<file path="src/rtl/piso_pkg.sv">
// piso_pkg: shared types and sizing helpers for the PISO serializer.
// Optional feature macro: PISO_PARITY_EN (even parity bit after each word).
`default_nettype none

package piso_pkg;

    localparam int DEFAULT_WIDTH = 8;

    typedef enum logic [1:0] {
        IDLE   = 2'd0,
        SHIFT  = 2'd1,
        PARITY = 2'd2
    } state_e;

    // Counter width for a WIDTH-bit word; floor of 1 keeps the vector legal.
    function automatic int cnt_width(input int width);
        return (width < 2) ? 1 : $clog2(width);
    endfunction

endpackage

`default_nettype wire

</file>
<file path="src/rtl/ser_bit_counter.sv">
// ser_bit_counter: bit position counter for the serializer, flags the word's final data bit.
`default_nettype none

module ser_bit_counter
    import piso_pkg::*;
#(
    parameter int WIDTH = DEFAULT_WIDTH
) (
    input  logic clk_i,
    input  logic rst_ni,
    input  logic clear_i,
    input  logic inc_i,
    output logic last_o
);

    localparam int CNT_W = cnt_width(WIDTH);

    logic [CNT_W-1:0] cnt_q;
    logic [CNT_W-1:0] cnt_d;

    always_comb begin
        cnt_d = cnt_q;
        if (clear_i) begin
            cnt_d = '0;
        end else if (inc_i) begin
            cnt_d = cnt_q + CNT_W'(1);
        end
    end

    always_ff @(posedge clk_i or negedge rst_ni) begin
        if (!rst_ni) begin
            cnt_q <= '0;
        end else begin
            cnt_q <= cnt_d;
        end
    end

    assign last_o = (cnt_q == CNT_W'(WIDTH - 1));

endmodule

`default_nettype wire

</file>
<file path="src/rtl/piso_serializer.sv">
// piso_serializer: valid/ready word in, MSB-first serial stream out, gapless back-to-back.
// Optional feature macro: PISO_PARITY_EN appends an even-parity bit to every word.
`default_nettype none

module piso_serializer
    import piso_pkg::*;
#(
    parameter int WIDTH = DEFAULT_WIDTH
) (
    input  logic             clk_i,
    input  logic             rst_ni,
    input  logic [WIDTH-1:0] din_i,
    input  logic             din_valid_i,
    output logic             din_ready_o,
    output logic             sout_o,
    output logic             sout_valid_o,
    output logic             word_done_o,
    output logic             busy_o
);

    state_e           state_q;
    logic [WIDTH-1:0] shreg_q;
    logic             last_data_bit;
    logic             final_bit;
    logic             take;

    ser_bit_counter #(
        .WIDTH (WIDTH)
    ) u_bit_counter (
        .clk_i   (clk_i),
        .rst_ni  (rst_ni),
        .clear_i (take),
        .inc_i   (state_q == SHIFT),
        .last_o  (last_data_bit)
    );

`ifdef PISO_PARITY_EN
    logic par_q;

    assign final_bit = (state_q == PARITY);
`else
    assign final_bit = (state_q == SHIFT) && last_data_bit;
`endif

    // Ready only depends on state (and reset), never on din_valid_i.
    assign din_ready_o = rst_ni && ((state_q == IDLE) || final_bit);
    assign take        = din_valid_i && din_ready_o;

    always_ff @(posedge clk_i or negedge rst_ni) begin
        if (!rst_ni) begin
            state_q <= IDLE;
            shreg_q <= '0;
`ifdef PISO_PARITY_EN
            par_q   <= 1'b0;
`endif
        end else if (take) begin
            state_q <= SHIFT;
            shreg_q <= din_i;
`ifdef PISO_PARITY_EN
            par_q   <= ^din_i;
`endif
        end else begin
            case (state_q)
                SHIFT: begin
                    shreg_q <= {shreg_q[WIDTH-2:0], 1'b0};
                    if (last_data_bit) begin
`ifdef PISO_PARITY_EN
                        state_q <= PARITY;
`else
                        state_q <= IDLE;
`endif
                    end
                end
                default: state_q <= IDLE;
            endcase
        end
    end

    always_comb begin
        sout_o = 1'b0;
        case (state_q)
            SHIFT:   sout_o = shreg_q[WIDTH-1];
`ifdef PISO_PARITY_EN
            PARITY:  sout_o = par_q;
`endif
            default: sout_o = 1'b0;
        endcase
    end

    assign busy_o       = (state_q != IDLE);
    assign sout_valid_o = busy_o;
    assign word_done_o  = final_bit;

endmodule

`default_nettype wire

</file>
<file path="config.mk">
export PLATFORM = sky130hd
export DESIGN_NAME = piso_serializer
export DESIGN_NICKNAME = d
export VERILOG_FILES = /design/src/rtl/piso_pkg.sv /design/src/rtl/ser_bit_counter.sv /design/src/rtl/piso_serializer.sv
export SDC_FILE = /design/constraint.sdc
export NUM_CORES = 1
export LEC_CHECK = 0
export BUFFER_PORTS_ARGS = -buffer_cell sky130_fd_sc_hd__clkbuf_2
export CAP_MARGIN = 25
export CORE_UTILIZATION = 40
export CTS_CLUSTER_DIAMETER = 200
export CTS_CLUSTER_SIZE = 16
export DETAILED_ROUTE_END_ITERATION = 10
export MAX_ROUTING_LAYER = met4
export PLACE_DENSITY = 0.65
export SLEW_MARGIN = 20
export SYNTH_ARGS = -nofsm -noshare
export SYNTH_HDL_FRONTEND = slang
export SYNTH_SLANG_ARGS = --single-unit
</file>
<file path="constraint.sdc">
create_clock -name clk_i -period 4.3 [get_ports clk_i]
set_input_delay 1.075 -clock clk_i [delete_from_list [all_inputs] [get_ports clk_i]]
set_output_delay 1.075 -clock clk_i [all_outputs]
set_load 0.02 [all_outputs]
</file>
==> flow_summary.ini, run 1 <==
[status]
outcome = completed

[layout]
drive_gt1_frac = 0.532
syn2layout_area_growth_pct = 14.1
diodes = 0
fin_nets = 76
fin_util = 0.491
layout_common_cells = 15 x clkbuf_2, 12 x dfrtp_1, 7 x mux2_4
mostFrequentLayoutCell = clkbuf_2
finalInstanceArea_sq_um = 748

[setup_path]
r2r_end = shreg_q[7]
rr_startpoint = u_bit_counter.cnt_q[0]
required_ns = 3.22
worst_setup_path_start_kind = primary input
crit_path_end_kind = output pin
criticalPathCategory = in2out
crit_arrival_ns = 1.73
r2r.worst_path.cells = 5
path_max_fanout = 14
rrSetupSlack_ns = 2.61

[pwr]
peakVddDrop_uv = 453
p_leak_uw = 0.000393
power_density_nw_per_um2 = 674

[timing]
worst_slew_pin_slew_ns = 0.612
min_period_ns = 2.81
fmax_ghz = 0.357
fin_hold_ws_ns = 0.524
hold_viol = 0
finalSetupTns_ns = 0
worst_clock_skew_ns = 0.00449
period_share = 0.652
rsz0062_at_grt = false
finalSetupViolCount = 0
drv_slew = 0
slew_headroom = 0.592

[place]
place_congestion = 0.685
port_buffers = 15
place_area_sq_um = 712
hpwl_microns = 660

[synthesis]
syn_inst = 46
ys_warn_count = 0
ys_top_cells_by_area = dfrtp_1 46%, mux2_4 16%, mux2_1 6.9%
syn_area_sq_um = 656
syn_avg_cell_area_sq_um = 14.3
yosys.area.top_type_share = 0.458
synth_largest_area_cell = dfrtp_1
ys_seq_area_frac = 0.458
ys_ff_latch = 12
synth_nets = 59
yosysUniqueCellTypes = 17

[min_path]
min_from = u_bit_counter.cnt_q[1]
min_path_type = reg2reg
hold_path_end = u_bit_counter.cnt_q[1]
min_path_cells = 2

[clock_tree]
clk_pin_slew_ns = 0.07
post_cts_buffers = 0
cts_inserted_buffers = 3
h-tree-depth = 1
cts_hold_buf = 0
insertion_delay_ns = 0.27
clock_path_buffers = 2
cts_resized = 0
cts.sinks = 12
cts_root_buf = clkbuf_4
cts_tree = built

[global_route]
grt_pass1_wl_mm = 1.60
grt_pass1_vias = 374
track_usage = 0.128
antenna_found_initial = 0
grt_max_degree = 17
grt-ovfl-total = 0

[die]
die_y_microns = 42.5
die_x_microns = 42.5
die_area_sq_um = 1800
ios = 16
rows = 14
core_sq_um = 1520
start_util = 0.430

[routing]
num_vias = 382
wirelength_microns = 923
detail_route.wl_per_cell_microns = 11.8
vias_per_cell = 4.90
route.detailed.drc = 0
ant_nets = 0
drt_iter0_drc = 4
drt_first_pass_iters = 4

[job]
maxCapViolations = 0
-- stage by stage --
stage               power (uW)  std cells  worst slack, ns
finish                     505         78             1.49
global route               550         78             1.42
CTS                        513         78             1.47
detailed placement         424         74             1.47
global placement           418         74             1.48
floorplan                  394         46             1.96
-- routing by layer --
metal | part of all wire | global-route usage
met5 | 0 | -
met4 | 0 | 0.0375
met3 | 0.069 | 0.0776
met2 | 0.45 | 0.178
met1 | 0.48 | 0.154
-- registers in the layout, summed over array words and instances, names as in the netlist --
name                 cells
shreg_q                  8
u_bit_counter.cnt_q      3
state_q                  1
-- report_power, final --
group | total, uW | switching [uW] | internal [uW]
combinational | 214 | 83.9 | 130
sequential | 204 | 43.5 | 160
clock | 86.8 | 35.4 | 51.4
total | 505 | 163 | 342
-- layout make-up --
class                   instances  area, sq um
clock buffers                   4         36.3
fillers                       143          776
multi-input cells              31          317
flip-flops and latches         12          300
well taps                      16         20.0
repair buffers                 15         75.1
-- worst max path at each step --
stage | startpoint | endpoint | slack [ns] | cells past startpoint
2_1_floorplan | rst_ni | din_ready_o | 1.96 | 1
3_3_place_gp | rst_ni | din_ready_o | 1.48 | 3
3_5_place_dp | rst_ni | din_ready_o | 1.47 | 3
4_1_cts | rst_ni | din_ready_o | 1.47 | 3
5_1_grt | rst_ni | din_ready_o | 1.42 | 3
6_report | rst_ni | din_ready_o | 1.49 | 3
-- critical path, cell delays in order --
cell      delay, ns
clkbuf_2       0.29
and2_2         0.21
clkbuf_2       0.16
-- cell usage after synthesis, drive strengths merged --
| cell | instances |
|---|---|
| nor2 | 3 |
| buf | 3 |
| dfrtp | 12 |
| nor2b | 2 |
| ha | 2 |
| nand2 | 2 |
| mux2i | 2 |
| xnor2 | 1 |
| and2 | 3 |
| mux2 | 15 |
| nand2b | 1 |
-- logic make-up after synthesis --
family                   after synthesis  share of synthesized area
adder cells (fa/ha/maj)                2                     0.0382
AND/OR/NAND/NOR                       11                      0.103
flip-flops                            12                      0.458
XOR/XNOR                               1                     0.0134
multiplexers                          17                      0.328
buffers and inverters                  3                     0.0592
(Power assumes the default switching activity.)
==> run 2: changes to the inputs <==
Settings changed: ABC_AREA from default to 1, PLACE_DENSITY 0.65 to 0.64.
Clock period 4.3 ns to 2.8 ns, I/O delays scaled along.
==> run 2 against run 1 <==
Against the previous run: critical path type is now reg2out; combinational power increased by 66%; clock skew rose by 0.0019 ns; critical path depth is 1 lower; worst setup slack got worse by 0.85 ns; largest cell class unchanged; routed wire length rose by 42%; worst hold slack worse by 0.13 ns; largest power group unchanged; die area is 11% higher; synthesized cell count increased by 110%; critical endpoint unchanged; sequential power grew 61%.
==> flow_summary.ini, run 2 <==
[status]
outcome = completed

[job]
maxCapViolations = 0

[global_route]
busiest_layer = met1
met2_usage = 0.224
grt_max_degree = 21
track_usage = 0.159
grt_pass1_vias = 506
grtUsageMet3 = 0.0367
use_met1 = 0.224
grt-ovfl-total = 0
grt_pass1_wl_mm = 2.21
antenna_found_initial = 0

[setup_path]
crit_path_end_kind = output pin
worst_setup_path_start_kind = flop
r2r_end = shreg_q[1]
required_ns = 2.10
crit_arrival_ns = 1.46
r2r.worst_path.cells = 8
rrSetupSlack_ns = 1.32
rr_startpoint = u_bit_counter.cnt_q[0]
criticalPathCategory = reg2out
path_max_fanout = 17
startpoint = state_q[0]

[clock_tree]
cts.sinks = 12
cts_root_buf = clkbuf_4
clk_pin_slew_ns = 0.08
cts_hold_buf = 0
insertion_delay_ns = 0.27
post_cts_buffers = 0
cts_resized = 0
cts_tree = built
h-tree-depth = 1
cts_inserted_buffers = 3
clock_path_buffers = 2

[synthesis]
synth_most_common_cell = nand2_1
yosysUniqueCellTypes = 15
yosys.area.top_type_share = 0.412
syn_avg_cell_area_sq_um = 7.67
synth_mux_area_frac = 0
syn_area_sq_um = 728
synth_xor_area_frac = 0.0120
ys_ff_latch = 12
synth_top_family_by_area = simple AND/OR/NAND/NOR gates
synth-main-ff-cell = dfrtp_1
synth_compound_area_frac = 0.0103
syn_inst = 95
netlist_top_cells_count = 41 x nand2_1, 12 x dfrtp_1, 12 x inv_1
yosys.area_share.adder = 0.0344
synth_nets = 108
ys_seq_area_frac = 0.412
synth-simple-area-share = 0.385
synth_edf_count = 0
async_reset_ff_frac = 1.00
ys_warn_count = 0
synth_largest_area_cell = dfrtp_1
ys_top_cells_by_area = dfrtp_1 41%, nand2_1 21%, nand3_1 6.2%

[routing]
route.detailed.drc = 0
ant_nets = 0
drt_first_pass_iters = 4
num_vias = 619
drt_iter0_drc = 17
vias_per_cell = 4.62
detail_route.wl_per_cell_microns = 9.80
wirelength_mm = 1.31

[pwr]
internal_power_uw = 467
p_seq_frac = 0.401
peakVddDrop_uv = 337
combPwrFrac = 0.433
finalPower_uw = 821
p_leak_uw = 0.000508
power_frac_clock = 0.166
power_density_nw_per_um2 = 995
p_sw_frac = 0.431
p_sw_uw = 354

[timing]
finalSetupTns_ns = 0
hold_viol = 0
rsz0062_at_grt = false
fin_hold_ws_ns = 0.391
worst_clock_skew_ns = 0.00644
slew_headroom = 0.532
min_period_ns = 2.16
period_share = 0.770
finalSetupViolCount = 0
fmax_ghz = 0.464
drv_slew = 0
worst_slew_pin_slew_ns = 0.703
fin_ws_ns = 0.643

[die]
core_sq_um = 1710
die_area_sq_um = 1990
die_x_microns = 44.7
ios = 16
rows = 15
start_util = 0.426
die_y_microns = 44.7

[place]
port_buffers = 15
place_congestion = 0.703
hpwl_microns = 870
dpl_worst_slack_ns = 0.903

[layout]
fin_nets = 123
largest_reg_flops = 8
syn2layout_area_growth_pct = 13.2
layout_common_cells = 41 x nand2_1, 15 x clkbuf_2, 12 x inv_1, 12 x dfrtp_1, 9 x nand3_1
top_register = shreg_q
diodes = 0
mostFrequentLayoutCell = nand2_1
drive_gt1_frac = 0.220
reg.largest.list = shreg_q x8, u_bit_counter.cnt_q x3, state_q x1

[min_path]
min_path_type = in2async
run 2: changes by cell type in the layout (fill, tap and decap cells not counted), moves of 2 or more:
cell | previous run | this run
nand2_1 | 2 | 41
inv_1 | 0 | 12
nand3_1 | 0 | 9
mux2_4 | 7 | 0
nand4_1 | 0 | 7
mux2_1 | 4 | 0
mux2_2 | 4 | 0
nor2_1 | 3 | 0
and2_1 | 2 | 0
inv_2 | 0 | 2
mux2i_1 | 2 | 0
run 2: cells by family after synthesis:
logic type | Yosys count
AOI/OAI and AO/OA | 1
and+or+nand+nor | 59
DFF | 12
buffers and inverters | 20
adders and majority gates | 2
xor gates and xnor gates | 1
run 2: power by group through the flow:
| stage | Combinational, uW | Clock [uW] | Sequential, uW |
|---|---|---|---|
| floorplan | 334 | 0 | 297 |
| global placement | 354 | 0 | 328 |
| detailed placement | 357 | 0 | 332 |
| CTS | 359 | 140 | 329 |
| global route | 418 | 150 | 343 |
| finish | 355 | 136 | 329 |
run 2: per-stage QoR:
stage | instances | cell area, sq um | util
6_report | 134 | 825 | 0.483
3_5_place_dp | 130 | 788 | 0.462
4_1_cts | 134 | 825 | 0.483
3_3_place_gp | 130 | 788 | 0.462
5_1_grt | 134 | 825 | 0.483
2_1_floorplan | 95 | 728 | -
run 2: worst max-delay path, stage by stage (launching register included):
cell and delay (ns):
dfrtp_1 0.80, a21boi_1 0.19, clkbuf_2 0.19
run 2: how the worst max path moves through the flow:
stage	endpoint	slack [ns]	depth (start not counted)
3_5_place_dp	din_ready_o	0.90	3
6_report	din_ready_o	0.64	2
3_3_place_gp	din_ready_o	0.91	3
5_1_grt	din_ready_o	0.55	5
4_1_cts	din_ready_o	0.63	5
2_1_floorplan	din_ready_o	0.85	2
run 2: metal layers:
metal,wire length [microns],up-vias
met5,0,-
met4,11,0
met3,49,2
met2,576,16
met1,675,278
li1,-,323
run 2: cell type report:
class                   instances  area (sq um)
clock buffers                   4          36.3
fillers                       187           883
inverters                      14          52.6
multi-input cells              63           322
flip-flops and latches         12           300
well taps                      25          31.3
repair buffers                 16          82.6
